### src/rtl/mem_port_arbiter_pkg.sv
// Shared constants for the CPU/DMA memory port arbiter: state encoding, owner codes, default bus widths.
// Latency: n/a (constants only).
// Backpressure: n/a.
package mem_port_arbiter_pkg;

    // Default widths shared by the controller, datapath and memory macro
    localparam int DEF_ADDR_W = 16;
    localparam int DEF_DATA_W = 16;

    // Arbiter state encoding (legacy-compatible constants)
    localparam logic [1:0] IDLE  = 2'd0;
    localparam logic [1:0] ISSUE = 2'd1;
    localparam logic [1:0] WAIT  = 2'd2;
    localparam logic [1:0] DONE  = 2'd3;

    // Grant owner codes
    localparam logic OWN_CPU = 1'b0;
    localparam logic OWN_DMA = 1'b1;

    // Counter widths: latency counter holds MEM_LAT directly (up to 8),
    // starve counter holds MAX_WAIT (up to 15)
    localparam int LAT_CNT_W = 4;
    localparam int STARVE_W  = 4;

    // Saturating increment used by the starvation guard
    function automatic logic [STARVE_W-1:0] sat_inc(input logic [STARVE_W-1:0] val,
                                                    input logic [STARVE_W-1:0] lim);
        return (val >= lim) ? lim : val + 1'b1;
    endfunction

endpackage

### src/rtl/mem_port_arbiter.sv
// Shares one single-port synchronous memory between a CPU port (fixed priority) and a DMA port (starvation-guarded).
// Latency: request in IDLE cycle 0 -> mem_en cycle 1 -> WAIT for MEM_LAT cycles -> ack in cycle MEM_LAT+2; one access per MEM_LAT+3 cycles.
// Backpressure: req is held until its one-cycle ack; requests arriving while busy wait for the next IDLE cycle.
//
// Ports:
//   clock, reset_n                   : clock (rising edge), asynchronous active-low reset
//   cpu_req/we/addr/wdata -> cpu_ack/rdata : CPU request set and its completion pulse / registered read data
//   dma_req/we/addr/wdata -> dma_ack/rdata : DMA request set, same meaning as the CPU set
//   mem_en/we/addr/wdata, mem_rdata  : memory macro interface (rdata valid MEM_LAT cycles after mem_en)
//   busy, owner                      : high in ISSUE/WAIT/DONE; current/last grant (0 = CPU, 1 = DMA)
module mem_port_arbiter
    import mem_port_arbiter_pkg::*;
#(
    parameter int ADDR_W   = DEF_ADDR_W,
    parameter int DATA_W   = DEF_DATA_W,
    parameter int MEM_LAT  = 1,
    parameter int MAX_WAIT = 4
) (
    input  logic              clock,
    input  logic              reset_n,

    input  logic              cpu_req,
    input  logic              cpu_we,
    input  logic [ADDR_W-1:0] cpu_addr,
    input  logic [DATA_W-1:0] cpu_wdata,
    output logic              cpu_ack,
    output logic [DATA_W-1:0] cpu_rdata,

    input  logic              dma_req,
    input  logic              dma_we,
    input  logic [ADDR_W-1:0] dma_addr,
    input  logic [DATA_W-1:0] dma_wdata,
    output logic              dma_ack,
    output logic [DATA_W-1:0] dma_rdata,

    output logic              mem_en,
    output logic              mem_we,
    output logic [ADDR_W-1:0] mem_addr,
    output logic [DATA_W-1:0] mem_wdata,
    input  logic [DATA_W-1:0] mem_rdata,

    output logic              busy,
    output logic              owner
);

    localparam logic [LAT_CNT_W-1:0] LAT_LOAD  = LAT_CNT_W'(MEM_LAT);
    localparam logic [STARVE_W-1:0]  STARVE_LIM = STARVE_W'(MAX_WAIT);

    logic [1:0]           state;
    logic [LAT_CNT_W-1:0] lat_cnt;
    logic [STARVE_W-1:0]  starve_cnt;

    logic any_req;
    logic grant_dma;

    // DMA wins when it is alone, or when it has lost MAX_WAIT contested rounds in a row
    assign any_req   = cpu_req | dma_req;
    assign grant_dma = dma_req & (~cpu_req | (starve_cnt == STARVE_LIM));

    always_ff @(posedge clock or negedge reset_n) begin
        if (!reset_n) begin
            state      <= IDLE;
            lat_cnt    <= '0;
            starve_cnt <= '0;
            mem_en     <= 1'b0;
            mem_we     <= 1'b0;
            mem_addr   <= '0;
            mem_wdata  <= '0;
            cpu_ack    <= 1'b0;
            dma_ack    <= 1'b0;
            cpu_rdata  <= '0;
            dma_rdata  <= '0;
            busy       <= 1'b0;
            owner      <= OWN_CPU;
        end else begin
            // Strobes are single-cycle; they are only raised on the state transitions below
            mem_en  <= 1'b0;
            cpu_ack <= 1'b0;
            dma_ack <= 1'b0;

            case (state)
                IDLE: begin
                    if (any_req) begin
                        state  <= ISSUE;
                        busy   <= 1'b1;
                        mem_en <= 1'b1;
                        if (grant_dma) begin
                            owner      <= OWN_DMA;
                            mem_we     <= dma_we;
                            mem_addr   <= dma_addr;
                            mem_wdata  <= dma_wdata;
                            starve_cnt <= '0;
                        end else begin
                            owner     <= OWN_CPU;
                            mem_we    <= cpu_we;
                            mem_addr  <= cpu_addr;
                            mem_wdata <= cpu_wdata;
                            // Only a contested CPU win counts against the DMA port
                            if (dma_req) begin
                                starve_cnt <= sat_inc(starve_cnt, STARVE_LIM);
                            end
                        end
                    end
                end

                ISSUE: begin
                    lat_cnt <= LAT_LOAD;
                    state   <= WAIT;
                end

                WAIT: begin
                    lat_cnt <= lat_cnt - 1'b1;
                    // lat_cnt == 1 marks the cycle in which mem_rdata is valid
                    if (lat_cnt == LAT_CNT_W'(1)) begin
                        state <= DONE;
                        if (owner == OWN_DMA) begin
                            dma_ack <= 1'b1;
                            if (!mem_we) begin
                                dma_rdata <= mem_rdata;
                            end
                        end else begin
                            cpu_ack <= 1'b1;
                            if (!mem_we) begin
                                cpu_rdata <= mem_rdata;
                            end
                        end
                    end
                end

                DONE: begin
                    state <= IDLE;
                    busy  <= 1'b0;
                end

                default: begin
                    state <= IDLE;
                    busy  <= 1'b0;
                end
            endcase
        end
    end

endmodule

### config.mk
export PLATFORM = sky130hd
export DESIGN_NAME = mem_port_arbiter
export DESIGN_NICKNAME = d
export VERILOG_FILES = /design/src/rtl/mem_port_arbiter_pkg.sv /design/src/rtl/mem_port_arbiter.sv
export SDC_FILE = /design/constraint.sdc
export NUM_CORES = 1
export LEC_CHECK = 0
export ABC_CLOCK_PERIOD_IN_PS = 2200
export CAP_MARGIN = 0
export CORE_MARGIN = 2
export CORE_UTILIZATION = 44
export CTS_BUF_LIST = sky130_fd_sc_hd__clkbuf_8
export DETAILED_ROUTE_END_ITERATION = 7
export HOLD_SLACK_MARGIN = 0.06
export PLACE_DENSITY = 0.83
export SLEW_MARGIN = 15
export SYNTH_ARGS = -nofsm -noshare
export SYNTH_HDL_FRONTEND = slang
export SYNTH_SLANG_ARGS = --single-unit
export TNS_END_PERCENT = 10
### constraint.sdc
create_clock -name clock -period 2.2 [get_ports clock]
set_input_delay 0.33 -clock clock [delete_from_list [all_inputs] [get_ports clock]]
set_output_delay 0.33 -clock clock [all_outputs]
set_load 0.005 [all_outputs]
Word level (Yosys, flattened, before mapping)
Index checks and enable logic that the tools add are counted.
{"block": "word_totals", "regBits": 80, "in_bits": 86, "out_inout_bits": 70, "word_cells": 60}
{"block": "classes", "n_addsub": 2, "magnitude_cmp": 1, "n_eq_ne": 7, "n_mux": 21, "bitwise_logic": 6, "reduce_logical": 10}
{"cell": "2-to-1 mux 16 bit", "n": 2}
{"cell": "2-to-1 mux 4 bit", "n": 3}
{"cell": "2-to-1 mux 1 bit", "n": 11}
{"cell": "one-hot mux 2 bit (4 select lines)", "n": 1}
{"cell": "one-hot mux 4 bit (2 select lines)", "n": 1}
{"cell": "AND reduction 4 bit", "n": 2}
{"cell": "AND reduction 2 bit", "n": 3}
{"cell": "nonzero test 2 bit", "n": 3}
{"cell": "adder 4 x 1 -> 4 bit, second input constant", "n": 1}
{"cell": "equality test 2 bit, second input constant", "n": 2}
{"cell": "equality test 4 x 1 -> 1 bit, second input constant", "n": 1}
{"cell": "equality test 4 x 3 -> 1 bit, second input constant", "n": 1}
{"cell": ">= comparator 4 x 3 -> 1 bit, second input constant", "n": 1}
{"cell": "2-to-1 mux 2 bit", "n": 2}
{"cell": "!= test 2 bit, second input constant", "n": 2}
{"cell": "subtractor 4 x 1 -> 4 bit, second input constant", "n": 1}
{"cell": "NOT 1 bit", "n": 3}
{"cell": "AND reduction 3 bit", "n": 1}
{"cell": "equality test 2 x 1 -> 1 bit, second input constant", "n": 1}
{"cell": "zero test 2 bit", "n": 1}
{"cell": "OR 1 bit", "n": 2}
{"cell": "one-hot mux 1 bit (2 select lines)", "n": 1}
{"cell": "bitwise AND 1 bit", "n": 1}

Logic depth before layout (Yosys ltp)
Gate-level depths: netlist (run 1).
{"block": "depth", "ltp_word": 5, "mapped_depth": 7, "mapped_depth_nobuf": 6}

Worst setup path after synthesis (run 1)
No wires, ideal clock.
{"block": "synth_timing", "path_kind": "reg-to-reg", "startpoint": "register state[0]", "endpoint": "register cpu_rdata[10]", "t_arrival_ns": 1.688, "path_slack_ns": 0.387, "stages_incl_launch_ff": 7, "n_path_buf": 1, "cell_sequence": "dfrtp_1 > inv_1 > ha_1 > nand4bb_2 > nor3_4 > buf_6 > mux2_2"}
{"block": "synth_between", "elab_chain_cells": 2}
{"item": "start, declared", "line_no": "mem_port_arbiter.sv:49", "text": "logic [1:0] state;"}
{"item": "start signal, assigned", "line_no": "mem_port_arbiter.sv:62", "text": "state <= IDLE;"}
{"item": "start signal, assigned", "line_no": "mem_port_arbiter.sv:84", "text": "state <= ISSUE;"}
{"item": "start signal, assigned", "line_no": "mem_port_arbiter.sv:108", "text": "state <= WAIT;"}
{"item": "equality test 2 bit", "line_no": "mem_port_arbiter.sv:81", "text": "case (state)"}
{"item": "AND reduction 4 bit (no line)"}
{"item": "end signal, assigned", "line_no": "mem_port_arbiter.sv:124", "text": "cpu_rdata <= mem_rdata;"}
{"item": "end, declared", "line_no": "mem_port_arbiter.sv:27", "text": "output logic [DATA_W-1:0] cpu_rdata,"}
No other way between the ends.
A chain may end at the register's enable or synchronous reset.

Final worst setup path (run 1)
{"block": "layout_timing", "startpoint": "register state[0]", "endpoint": "register cpu_rdata[13]"}
The elaborated chain is that of the path after synthesis.

==> results of run 1 <==
flip-flops by register name, summed over array words and instances (netlist names):
signal,cells
busy,1
cpu_ack,1
cpu_rdata,16
dma_ack,1
dma_rdata,16
lat_cnt,4
mem_addr,16
mem_en,1
mem_wdata,16
mem_we,1
owner,1
starve_cnt,4
state,2
cell usage in the layout, fill, tap and decap left out, types with 2 or more instances in the layout:
master and n:
a21oi_1 4, clkdlybuf4s50_1 154, nand4_1 33, mux2_4 10, dfrtp_1 80, nand2_1 70
nand3_1 2, o211ai_1 34, inv_1 11, o21ai_0 5, buf_4 12, nand3b_1 3
clkbuf_8 11, ha_1 8, and2_1 2, mux2_2 23, nor3b_1 2, nor2_1 2
bufinv_16 2
logic make-up (layout without fill, tap and decap cells):
group / count (synthesis) / in the layout / synth area share
compound gates: 51 / 51 / 0.100
fa+ha+maj: 8 / 8 / 0.0274
buf+inv: 36 / 195 / 0.0420
flops: 80 / 80 / 0.547
mux: 33 / 33 / 0.112
simple gates: 121 / 121 / 0.172
synthesized netlist by cell type:
cell,number,share of area
dfrtp_1,80,0.55
nand2_1,70,0.072
o211ai_1,34,0.070
nand4_1,33,0.056
mux2_2,23,0.071
clkbuf_1,20,0.021
inv_1,10,0.010
mux2_4,10,0.041
ha_1,8,0.027
o21ai_0,5,0.0068
a21oi_1,4,0.0055
buf_2,3,0.0041
nand3b_1,3,0.0062
and2_1,2,0.0034
buf_6,2,0.0062
nand3_1,2,0.0027
nor2_1,2,0.0021
nor3b_1,2,0.0041
a21bo_2,1,0.0027
a31oi_1,1,0.0017
a32o_1,1,0.0027
and4bb_4,1,0.0044
inv_2,1,0.0010
nand3b_4,1,0.0055
nand4b_1,1,0.0024
nand4bb_2,1,0.0044
nor3_1,1,0.0014
nor3_4,1,0.0044
o21a_1,1,0.0021
o21ai_1,1,0.0014
o22a_1,1,0.0024
o2bb2ai_1,1,0.0024
o32a_1,1,0.0027
or3b_2,1,0.0024
routing by layer:
| metal | wire, um | share of wire | track usage | vias to the layer above |
|---|---|---|---|---|
| met5 | 0 | 0 | 0 | - |
| met4 | 115 | 0.011 | 0.0737 | 0 |
| met3 | 673 | 0.066 | 0.0538 | 9 |
| met2 | 5280 | 0.51 | 0.389 | 118 |
| met1 | 4190 | 0.41 | 0.272 | 1571 |
| li1 | - | - | - | 1484 |
where the power goes:
part | switching [mW] | leakage (nW) | internal [mW]
logic | 1.42 | 1.22 | 2.11
clock network | 0.534 | 0.121 | 0.700
registers | 0.435 | 0.985 | 2.17
total | 2.39 | 2.32 | 4.98
worst max-delay path by stage:
stage | to | slack [ns] | cells past startpoint
floorplan | cpu_rdata[10]$_DFFE_PN0P_ | 0.39 | 6
global placement | mem_addr[13]$_DFFE_PN0P_ | 0.29 | 3
detailed placement | mem_wdata[0]$_DFFE_PN0P_ | 0.24 | 3
CTS | dma_rdata[12]$_DFFE_PN0P_ | 0.22 | 5
global route | cpu_rdata[13]$_DFFE_PN0P_ | 0.12 | 6
finish | cpu_rdata[13]$_DFFE_PN0P_ | 0.22 | 6
stage by stage:
step,cells,total power [mW]
finish,593,7.37
global placement,576,6.02
detailed placement,576,6.17
floorplan,329,4.27
global route,593,7.85
CTS,593,7.44
area by class of cell:
| cell class | count | share of cell area |
|---|---|---|
| flip-flops and latches | 80 | 0.359 |
| multi-input cells | 213 | 0.271 |
| repair buffers | 168 | 0.298 |
| inverters | 11 | 0.00741 |
| clock buffers | 11 | 0.0272 |
| clock inverters | 5 | 0.0139 |
| well taps | 105 | 0.0236 |
==> impl_metrics.yaml, run 1 <==
cts:
  cts_tree: "done"
  root_buffer: "clkbuf_8"
  cts_buffer_depth: 2
  path_clk_slew_ns: 0.08
  ctsHtreeMaxLevel: 3
  cts.sinks: 80
  cts_buffers: 9
  post_cts_resized: 0
  post_cts_buffers: 0
  postCtsHoldBufs: 1
  clk_latency_ns: 0.35
timing:
  fmax_ghz: 0.505
  tns_ns: 0
  timing.final.crit_period_ns: 1.98
  max-slew-margin-rel: 0.542
  drv_slew: 0
  whs_ns: 0.489
  setup_viol: 0
  period_share: 0.900
  rsz0062_at_grt: "no"
  hold_viol_final: 0
  worst_slack_ns: 0.220
  fin_skew_ns: 0.0137
  tightest_slew_ns: 0.687
layout:
  final_area_mm2: 0.00557
  drive_above_1_share: 0.141
  syn_to_final_growth_pct: 52.3
  finalNetCount: 577
  fillers: 621
  layout.area.seq_mm2: 0.00200
  multiInputGateArea_mm2: 0.00151
  antenna_cells: 0
  postLayoutCoreUtil: 0.685
die:
  io_pins: 156
  die_x_um: 95.2
  fp.dieH_um: 95.2
  initial_core_util: 0.450
  die-area_mm2: 0.00906
  rows: 33
  coreArea_mm2: 0.00813
worst_setup_path:
  rr_startpoint: "state[0]$_DFFE_PN0P_"
  worstPathCellList: "inv_1, ha_1, nand4bb_2, nor3_4, buf_4, mux2_2"
  path_class: "reg2reg"
  startpoint_type: "flip-flop"
  crit_path_start: "state[0]$_DFFE_PN0P_"
  cpMaxStageDelayCell: "dfrtp_1"
  end_kind: "flip-flop"
  slowest_delay_ns: 0.42
  r2r-end: "cpu_rdata[13]$_DFFE_PN0P_"
  cp_num_buf_inv: 2
  cp_top_family: "flip-flops"
  required_ns: 2.43
  arrival_ns: 2.21
  r2r_slack_ns: 0.22
  rr_worst_depth: 6
  crit_path_max_fanout: 16
routing:
  wl_per_cell_um: 17.3
  drt_iter0_drc: 156
  first_pass_iters: 4
  ant_nets: 0
  routed_wl_um: 10300
  drc: 0
  vias: 3182
  vias_per_cell: 5.37
status:
  status: "completed"
logic_synthesis:
  syn_area_mm2: 0.00366
  avgSynthCellArea_um2: 11.1
  ys_ff_latch: 80
  synth.distinct_cells: 34
  postSynthCellCount: 329
  syn-num-nets: 423
  ys_warn_count: 0
  seq_area_frac_synth: 0.547
global_route:
  grt_pass1_vias: 3144
  grt_max_degree: 45
  antenna_found_initial: 0
  grt_pass1_wl_um: 15400
  grtUsageTotal: 0.224
  grt_overflow: 0
worst_hold_path:
  min_path_type: "in2async"
placed_design:
  dpl-instance-area_mm2: 0.00533
  pre_cts_ws_ns: 0.241
  portBuffers: 155
  place.gp.congestion: 0.759
  dp_hpwl_um: 7340
power_and_ir_drop:
  irDropWorstVdd_mv: 0.550
  p_leak_nw: 2.32
  power.density_mw_per_mm2: 1320
run:
  cap_violations: 0
Power figures use the tool's default switching activity.
==> run 2: changes to the inputs <==
- CORE_MARGIN: 2 -> 1
- GPL_TIMING_DRIVEN: not set -> 0
==> run 2 against run 1 <==
  * Worst setup slack worse by 0.057 ns
  * First-iteration DRC count shrank 0.64%
  * Critical endpoint is now cpu_rdata[11]$_DFFE_PN0P_
  * Total power decreased by 1.8%
  * Sequential share of layout area grew 0.073 points
  * Worst hold slack worse by 0.16 ns
  * Largest power group unchanged
  * Combinational power barely moved
  * Die area decreased by 4.2%
  * Register-to-register slack lost 0.06 ns
  * Clock skew fell by 0.0020 ns
  * Count of clock-buffer cells in the layout shrank 1
==> impl_metrics.yaml, run 2 (synthesis gave the netlist of run 1 again) <==
die:
  coreArea_mm2: 0.00789
  rows: 32
  die_x_um: 93.2
  io_pins: 156
  die-area_mm2: 0.00869
  initial_core_util: 0.464
  fp.dieH_um: 93.2
placed_design:
  portBuffers: 154
  dp_hpwl_um: 7590
  place.gp.congestion: 0.804
  dp.cells: 586
global_route:
  grt_pass1_vias: 3172
  antenna_found_initial: 0
  grtUsageTotal: 0.236
  grt_overflow: 0
  grt_max_degree: 49
  grt_pass1_wl_um: 15900
routing:
  drc: 0
  ant_nets: 0
  drt_iter0_drc: 155
  first_pass_iters: 5
  vias: 3250
  vias_per_cell: 5.39
  wl_per_cell_um: 16.7
  routed_wl_um: 10000
worst_setup_path:
  end_kind: "flip-flop"
  crit_path_max_fanout: 10
  arrival_ns: 2.27
  startpoint_type: "flip-flop"
  worstPathCellList: "inv_1, ha_1, nand4bb_2, nor3_4, buf_6, mux2_2"
  slowest_delay_ns: 0.40
  cpMaxStageDelayCell: "dfrtp_1"
  required_ns: 2.43
  path_class: "reg2reg"
status:
  status: "completed"
timing:
  setup_viol: 0
  fmax_ghz: 0.491
  whs_ns: 0.326
  max-slew-margin-rel: 0.588
  hold_viol_final: 0
  timing.final.crit_period_ns: 2.04
  period_share: 0.926
  rsz0062_at_grt: "no"
  drv_slew: 0
  tightest_slew_ns: 0.618
  fin_skew_ns: 0.0117
power_and_ir_drop:
  p_leak_nw: 2.29
  power.density_mw_per_mm2: 1300
  irDropWorstVdd_mv: 0.643
cts:
  cts_buffers: 9
  cts_buffer_depth: 2
  cts_tree: "done"
  post_cts_buffers: 0
  root_buffer: "clkbuf_8"
  path_clk_slew_ns: 0.08
  clk_latency_ns: 0.35
  post_cts_resized: 0
  ctsHtreeMaxLevel: 3
  cts.sinks: 80
  postCtsHoldBufs: 1
layout:
  layout.area.seq_mm2: 0.00200
  finalNetCount: 590
  stdcell_count: 603
  fillers: 606
  final_cell_mix: "153 x clkdlybuf4s50_1, 80 x dfrtp_1, 70 x nand2_1"
  multiInputGateArea_mm2: 0.00150
  drive_above_1_share: 0.126
  final_common_cell: "clkdlybuf4s50_1"
  antenna_cells: 0
  syn_to_final_growth_pct: 52.0
worst_hold_path:
  min_path_type: "in2reg"
run:
  cap_violations: 0
## run 2: cell count changes in the layout (fill, tap and decap cells not counted), moves of 2 or more
cell,delta
clkbuf_1,+20
buf_6,+2
clkinvlp_4,+2
buf_4,-11
buf_2,+3
## run 2: worst max-delay path: cells and delay by family, from the launching register on
kind | cells | cell delay, ns
fa+ha+maj | 1 | 0.33
buf+inv | 2 | 0.32
flops | 1 | 0.40
mux | 1 | 0.34
simple gates | 2 | 0.53
## run 2: per-stage QoR
step | power (mW) | worst slack (ns) | area (um^2) | util | TNS, ns
final | 7.24 | 0.163 | 5560 | 0.705 | 0
after global routing | 7.72 | 0.0401 | 5560 | 0.705 | 0
after CTS | 7.30 | 0.150 | 5560 | 0.705 | 0
after detailed placement | 6.17 | 0.111 | 5350 | 0.678 | 0
after global placement | 6.01 | -2.05 | 5330 | 0.676 | -163.50
after floorplan | 4.27 | 0.387 | 3660 | - | 0
## run 2: worst paths after layout
kind                                           startpoint                   endpoint  slack, ns  cells after the start
worst max-delay path                 state[0]$_DFFE_PN0P_  cpu_rdata[11]$_DFFE_PN0P_       0.16                      6
worst min-delay path                              dma_req  starve_cnt[0]$_DFFE_PN0P_       0.33                      3
max in group asynchronous                         reset_n   mem_wdata[3]$_DFFE_PN0P_       1.06                      3
worst min register to register  cpu_rdata[13]$_DFFE_PN0P_  cpu_rdata[13]$_DFFE_PN0P_       0.51                      1
min in group asynchronous                         reset_n  dma_rdata[11]$_DFFE_PN0P_       0.53                      2
worst max register to register       state[0]$_DFFE_PN0P_  cpu_rdata[11]$_DFFE_PN0P_       0.16                      6
## run 2: layout make-up
type	count	share of cell area
Sequential cell	80	0.360
Inverter	11	0.00742
Tap cell	102	0.0229
Multi-Input combinational cell	213	0.270
Buffer	25	0.0202
Clock inverter	6	0.0121
Timing Repair Buffer	156	0.282
Clock buffer	10	0.0247
## run 2: per-layer routing
metal | global-route usage | wire length (um) | up-vias
met5 | 0 | 0 | -
met4 | 0.0500 | 54 | 0
met3 | 0.0520 | 731 | 6
met2 | 0.407 | 4990 | 130
met1 | 0.305 | 4270 | 1601
li1 | - | - | 1513
## run 2: where the power goes
part	total, mW	internal, mW	leakage (nW)	switching (mW)
combinational	3.53	2.10	1.21	1.43
clock	1.10	0.559	0.0989	0.544
sequential	2.60	2.17	0.985	0.434
total	7.24	4.82	2.29	2.41
==> RTL edit 1: new RTL, config.mk and constraints of run 2 <==
Compare `starve_cnt` against `STARVE_LIM` with >= in place of ==.
--- a/src/rtl/mem_port_arbiter.sv
+++ b/src/rtl/mem_port_arbiter.sv
@@ -55,7 +55,7 @@
 
     // DMA wins when it is alone, or when it has lost MAX_WAIT contested rounds in a row
     assign any_req   = cpu_req | dma_req;
-    assign grant_dma = dma_req & (~cpu_req | (starve_cnt == STARVE_LIM));
+    assign grant_dma = dma_req & (~cpu_req | (starve_cnt >= STARVE_LIM));
 
     always_ff @(posedge clock or negedge reset_n) begin
         if (!reset_n) begin
Formal check against the unedited RTL: same outputs for any inputs over 4 cycles, from zero or initial values and one cycle with reset_n low; that may be too few to reach the edited logic, so the function may still have changed.
==> RTL edit 1 against run 2 <==
- area after synthesis increased by 1.9%
- cell area increased by 2.0%
- power decreased by 0.55%
- clock skew increased by 0.0032 ns
- sequential cell count unchanged
- setup slack got worse by 0.015 ns
- largest power group unchanged
- routed wire length decreased by 4.4%
- maximum frequency decreased by 0.72%
==> RTL edit 1: results (changes against run 2) <==
| Metric | Value |
|---|---|
| Synth top area cells | `sky130_fd_sc_hd__dfrtp_1 (54%), sky130_fd_sc_hd__o211ai_2 (10%), sky130_fd_sc_hd__mux2_2 (8.5%), sky130_fd_sc_hd__nand2_1 (7.0%), sky130_fd_sc_hd__nand4_1 (5.5%) (was sky130_fd_sc_hd__dfrtp_1 (55%), sky130_fd_sc_hd__nand2_1 (7.2%), sky130_fd_sc_hd__mux2_2 (7.1%), sky130_fd_sc_hd__o211ai_1 (7.0%), sky130_fd_sc_hd__nand4_1 (5.6%))` |
| Routability Congestion | `0.805 (was 0.804)` |
| Number of cells produced by synthesis | `320 (was 329)` |
| First drt pass iteration count | `4 (was 5)` |
| Detailed-route via count | `3233 (was 3250)` |
| Transition at the pin with the smallest max-transition slack | `0.511 ns (was 0.618 ns)` |
| Number of fill cells | `615 (was 606)` |
| Worst Min Path Start | `starve_cnt[2] (was dma_req)` |
| Port Buf Inserts | `155 (was 154)` |
| Synthesized-area fraction occupied by ao, oa, aoi and oai cells | `13.2% (was 10.0%)` |
| Run status | `completed (unchanged)` |
| Via/cell ratio | `5.37 (was 5.39)` |
| Post-synth top cells | `sky130_fd_sc_hd__dfrtp_1 (80), sky130_fd_sc_hd__nand2_1 (70), sky130_fd_sc_hd__nand4_1 (33), sky130_fd_sc_hd__o211ai_2 (30), sky130_fd_sc_hd__mux2_2 (28) (was sky130_fd_sc_hd__dfrtp_1 (80), sky130_fd_sc_hd__nand2_1 (70), sky130_fd_sc_hd__o211ai_1 (34), sky130_fd_sc_hd__nand4_1 (33), sky130_fd_sc_hd__mux2_2 (23))` |
| Worst slack, placed | `-0.0140 ns (was 0.111 ns)` |
| Multiplexer fraction of the synthesized cell area | `10.2% (was 11.2%)` |
| Synth Net Count | `413 (was 423)` |
| Cell Area, Placed | `5430 sq um (was 5350 sq um)` |
| Cell total after placement | `581 (was 586)` |
| Total routing resource utilization after global routing | `21.9% (was 23.6%)` |
| DP HPWL | `7030 um (was 7590 um)` |
| Final Skew | `0.0148 ns (was 0.0117 ns)` |
| Post-Synth Adder-Cell Area | `2.35% (was 2.74%)` |
| Iteration-0 DRC Markers | `110 (was 155)` |
| Fin nets | `585 (was 590)` |
| Global-route wire length before repair | `15000 um (was 15900 um)` |
| Worst Hold Margin | `0.473 ns (was 0.326 ns)` |
| WHS Path Cells | `2 (was 3)` |
| Destination of the worst hold path | `starve_cnt[2] (was starve_cnt[0])` |
| Hold WC Path Type | `flop to flop (was input pin to flop)` |
| Via count of the first global-routing pass | `3036 (was 3172)` |
| Worst voltage drop across the vdd grid | `607 uV (was 643 uV)` |
| Fraction of layout cells with a size suffix above 1 | `18.7% (was 12.6%)` |
| Reg-to-reg endpoint | `cpu_rdata[14] (was cpu_rdata[11])` |
[RTL edit 1: how the worst max path moves through the flow]
stage	depth (start not counted)	start	endpoint	slack [ns]
after floorplan	6	state[0]	cpu_rdata[10]	0.39
after global placement	1	reset_n	mem_addr[7]	-2.02
after detailed placement	5	dma_req	busy	-0.01
after CTS	6	state[0]	cpu_rdata[14]	0.1
after global routing	6	state[0]	cpu_rdata[7]	-0.01
final	6	state[0]	cpu_rdata[14]	0.15
[RTL edit 1: report_power, final]
part | switching (mW) | leakage, nW | internal (mW)
clock | 0.519 | 0.101 | 0.583
sequential | 0.412 | 0.973 | 2.18
combinational | 1.43 | 1.33 | 2.08
total | 2.36 | 2.40 | 4.84
[RTL edit 1: repair_timing]
item / in CTS / in global routing
endpoints found under the hold margin: 37 / 0
buffers inserted: 0 / 4
hold buffers: 1 / 0
endpoints found under the setup margin: 0 / 10
resized for setup: 0 / 0
[RTL edit 1: logic make-up after synthesis]
family,count (synthesis)
simple gates,121
flops,80
compound gates,46
mux,34
buf+inv,32
fa+ha+maj,7
[RTL edit 1: final cells by class]
| cell class | instances | area (sq um) | area share, % |
|---|---|---|---|
| Clock buffer | 11 | 151 | 2.67 |
| Multi-Input combinational cell | 208 | 1560 | 27.6 |
| Tap cell | 105 | 131 | 2.31 |
| Sequential cell | 80 | 2000 | 35.3 |
| Timing Repair Buffer | 161 | 1610 | 28.4 |
| Inverter | 8 | 30.0 | 0.529 |
| Clock inverter | 5 | 55.1 | 0.970 |
| Buffer | 24 | 133 | 2.34 |
[RTL edit 1: worst reg2reg max path: stages, from the launching register on]
cell and delay [ns]:
sky130_fd_sc_hd__dfrtp_1 0.41, sky130_fd_sc_hd__inv_1 0.11, sky130_fd_sc_hd__ha_1 0.27, sky130_fd_sc_hd__nand4bb_1 0.21, sky130_fd_sc_hd__nor3_4 0.33, sky130_fd_sc_hd__buf_4 0.25
sky130_fd_sc_hd__mux2_2 0.35
[RTL edit 1: layer usage]
layer | up-vias | share of wire, % | global-route usage, %
met5 | - | 0 | 0
met4 | 0 | 1.7 | 8.08
met3 | 14 | 6.6 | 5.02
met2 | 133 | 49 | 35.5
met1 | 1592 | 43 | 28.6
li1 | 1494 | - | -
==> RTL edit 2: new RTL, flow settings as in run 2 <==
Without the edit above. Change the package constant `STARVE_W` from 4 to 3.
--- a/src/rtl/mem_port_arbiter_pkg.sv
+++ b/src/rtl/mem_port_arbiter_pkg.sv
@@ -20,7 +20,7 @@
     // Counter widths: latency counter holds MEM_LAT directly (up to 8),
     // starve counter holds MAX_WAIT (up to 15)
     localparam int LAT_CNT_W = 4;
-    localparam int STARVE_W  = 4;
+    localparam int STARVE_W  = 3;
 
     // Saturating increment used by the starvation guard
     function automatic logic [STARVE_W-1:0] sat_inc(input logic [STARVE_W-1:0] val,
Check against the original RTL: no difference found for any inputs over 4 cycles, from zero or initial values and one cycle with reset_n low; that may be too few to reach the edited logic, so the function may still have changed.
==> RTL edit 2 against run 2 <==
- sequential share of layout area decreased by 1.4 points
- cell area is 2.8% higher
- core utilization is 0.94 points lower
- clock power is 12% higher
- routed wire length is 2.5% lower
- setup slack better by 0.071 ns
- area after synthesis is 2.3% higher
- maximum frequency is 3.6% higher
- combinational power up 5%
- power rose by 4.4%
- sequential cell count decreased by 1
==> RTL edit 2: results (changes against run 2) <==
| Metric | Value |
|---|---|
| Run status | `completed (unchanged)` |
| Post-synth top cells | `sky130_fd_sc_hd__dfrtp_1 (79), sky130_fd_sc_hd__nand2_1 (68), sky130_fd_sc_hd__nand4_1 (33), sky130_fd_sc_hd__mux2_2 (31), sky130_fd_sc_hd__o211ai_2 (30) (was sky130_fd_sc_hd__dfrtp_1 (80), sky130_fd_sc_hd__nand2_1 (70), sky130_fd_sc_hd__o211ai_1 (34), sky130_fd_sc_hd__nand4_1 (33), sky130_fd_sc_hd__mux2_2 (23))` |
| Static Leakage | `2.43 nW (was 2.29 nW)` |
| Via/cell ratio | `5.41 (was 5.39)` |
| Global routing usage on met2 | `38.0% (was 40.7%)` |
| Total setup violations reported at the end of the flow | `0 (unchanged)` |
| Arrival time at the worst endpoint | `2.19 ns (was 2.27 ns)` |
| Total routing resource utilization after global routing | `22.7% (was 23.6%)` |
| Maximum capacitance violations | `0 (unchanged)` |
| Fraction of post-synthesis cell area in the top cell type by area | `52.8% (was 54.7%)` |
| Maximum count of clock buffers along a single path | `2 (unchanged)` |
| Iteration-0 DRC Markers | `107 (was 155)` |
| Worst voltage drop across the vdd grid | `619 uV (was 643 uV)` |
| Port Buf Inserts | `155 (was 154)` |
| Most used DFF post-synth | `sky130_fd_sc_hd__dfrtp_1 (unchanged)` |
| DP HPWL | `7210 um (was 7590 um)` |
| Total length of routed wires | `9800 um (was 10000 um)` |
| Routability Congestion | `0.746 (was 0.804)` |
| CTS root buffer | `sky130_fd_sc_hd__clkbuf_8 (unchanged)` |
| Hold WC Path Type | `input pin to async pin (was input pin to flop)` |
| Global-route wire length before repair | `15400 um (was 15900 um)` |
| First drt pass iteration count | `4 (was 5)` |
| Met1 layer usage reported by global route | `26.9% (was 30.5%)` |
| Via count of the first global-routing pass | `3303 (was 3172)` |
| # H-tree levels | `3 (unchanged)` |
| Final Skew | `0.0120 ns (was 0.0117 ns)` |
| Met3 Resource Use GR | `6.31% (was 5.20%)` |
| Antenna Cells | `0 (unchanged)` |
| Synth Net Count | `415 (was 423)` |
| Synth top area cells | `sky130_fd_sc_hd__dfrtp_1 (53%), sky130_fd_sc_hd__o211ai_2 (10%), sky130_fd_sc_hd__mux2_2 (9.3%), sky130_fd_sc_hd__nand2_1 (6.8%), sky130_fd_sc_hd__nand4_1 (5.5%) (was sky130_fd_sc_hd__dfrtp_1 (55%), sky130_fd_sc_hd__nand2_1 (7.2%), sky130_fd_sc_hd__mux2_2 (7.1%), sky130_fd_sc_hd__o211ai_1 (7.0%), sky130_fd_sc_hd__nand4_1 (5.6%))` |
| Synth Warn # | `0 (unchanged)` |
| Number of unique standard cell types used by synthesis | `34 (unchanged)` |
| Sequential cell area fraction in the yosys report | `52.8% (was 54.7%)` |
| Fraction of layout cells with a size suffix above 1 | `19.1% (was 12.6%)` |
| Pin count of the biggest net entering global routing | `63 (was 49)` |
| Number of antenna violations at the first check in global routing | `0 (unchanged)` |
| Transition at the pin with the smallest max-transition slack | `0.585 ns (was 0.618 ns)` |
| Fin nets | `586 (was 590)` |
==> RTL edit 2: changes by cell type in the layout (fill, tap and decap cells not counted), sizes merged, moves of 3 or more <==
cell	change
buf	+6
o21ai	-3
nand3b	-3
clkbuf	-3
mux2i	+3
a22o	+3
==> RTL edit 2: cells by family (layout without fill, tap and decap cells) <==
| family | count (synthesis) | in the layout | synth area share (%) |
|---|---|---|---|
| flip-flops | 79 | 79 | 52.8 |
| AND/OR/NAND/NOR | 117 | 117 | 15.8 |
| buffers and inverters | 34 | 210 | 4.68 |
| multiplexers | 36 | 36 | 10.7 |
| AO/OA/AOI/OAI | 47 | 47 | 13.3 |
| adder cells (fa/ha/maj) | 8 | 8 | 2.67 |
==> RTL edit 2: worst paths after layout <==
path / cells past startpoint / endpoint / slack, ns
min reg2reg: 2 / mem_wdata[8] / 0.50
min: 2 / mem_addr[15] / 0.40
max in group asynchronous: 3 / dma_rdata[12] / 1.22
min in group clock: 2 / mem_wdata[8] / 0.50
max: 6 / cpu_rdata[14] / 0.23
max reg2reg: 6 / cpu_rdata[14] / 0.23
==> RTL edit 2: cell type report <==
class	instances	area, sq um
buffer	24	138
multi-input combinational	208	1590
clock buffer	11	151
clock inverter	5	80.1
tap	105	131
timing repair buffer	160	1610
fill	630	2500
inverter	10	37.5
sequential	79	1980
==> RTL edit 2: worst max-delay path, cell delays in order, from the launching register on <==
cell,delay [ns]
sky130_fd_sc_hd__dfrtp_1,0.41
sky130_fd_sc_hd__inv_1,0.11
sky130_fd_sc_hd__ha_1,0.27
sky130_fd_sc_hd__nand4bb_1,0.20
sky130_fd_sc_hd__nor3_4,0.30
sky130_fd_sc_hd__buf_6,0.20
sky130_fd_sc_hd__mux2_2,0.35
==> RTL edit 2: report_power, final <==
part / switching, mW / total, mW / internal [mW]
Combinational: 1.54 / 3.71 / 2.17
Clock: 0.534 / 1.23 / 0.699
Sequential: 0.440 / 2.61 / 2.17
==> RTL edit 2: repair_timing <==
action                                  4_1_cts  5_1_grt
hold endpoints to repair                     17        0
buffers inserted                              0        3
endpoints found under the setup margin        0        1
hold buffers                                  1        0
gates resized for setup                       0        0
==> RTL edit 2: per-stage QoR <==
step	power [mW]	worst slack, ns	hold WS (ns)	cell area, sq um	std cells
global placement	6.19	-1.97	0.470	5430	581
floorplan	4.38	0.419	0.0344	3740	321
detailed placement	6.34	0.0573	0.229	5450	582
CTS	7.60	0.0984	0.386	5690	599
finish	7.55	0.234	0.398	5720	602
global route	8.05	0.0989	0.399	5720	602
==> RTL edit 2: routing by layer <==
metal | routed length [um] | up-vias
li1 | - | 1495
met1 | 3890 | 1592
met2 | 4810 | 156
met3 | 916 | 15
met4 | 187 | 0
met5 | 0 | -
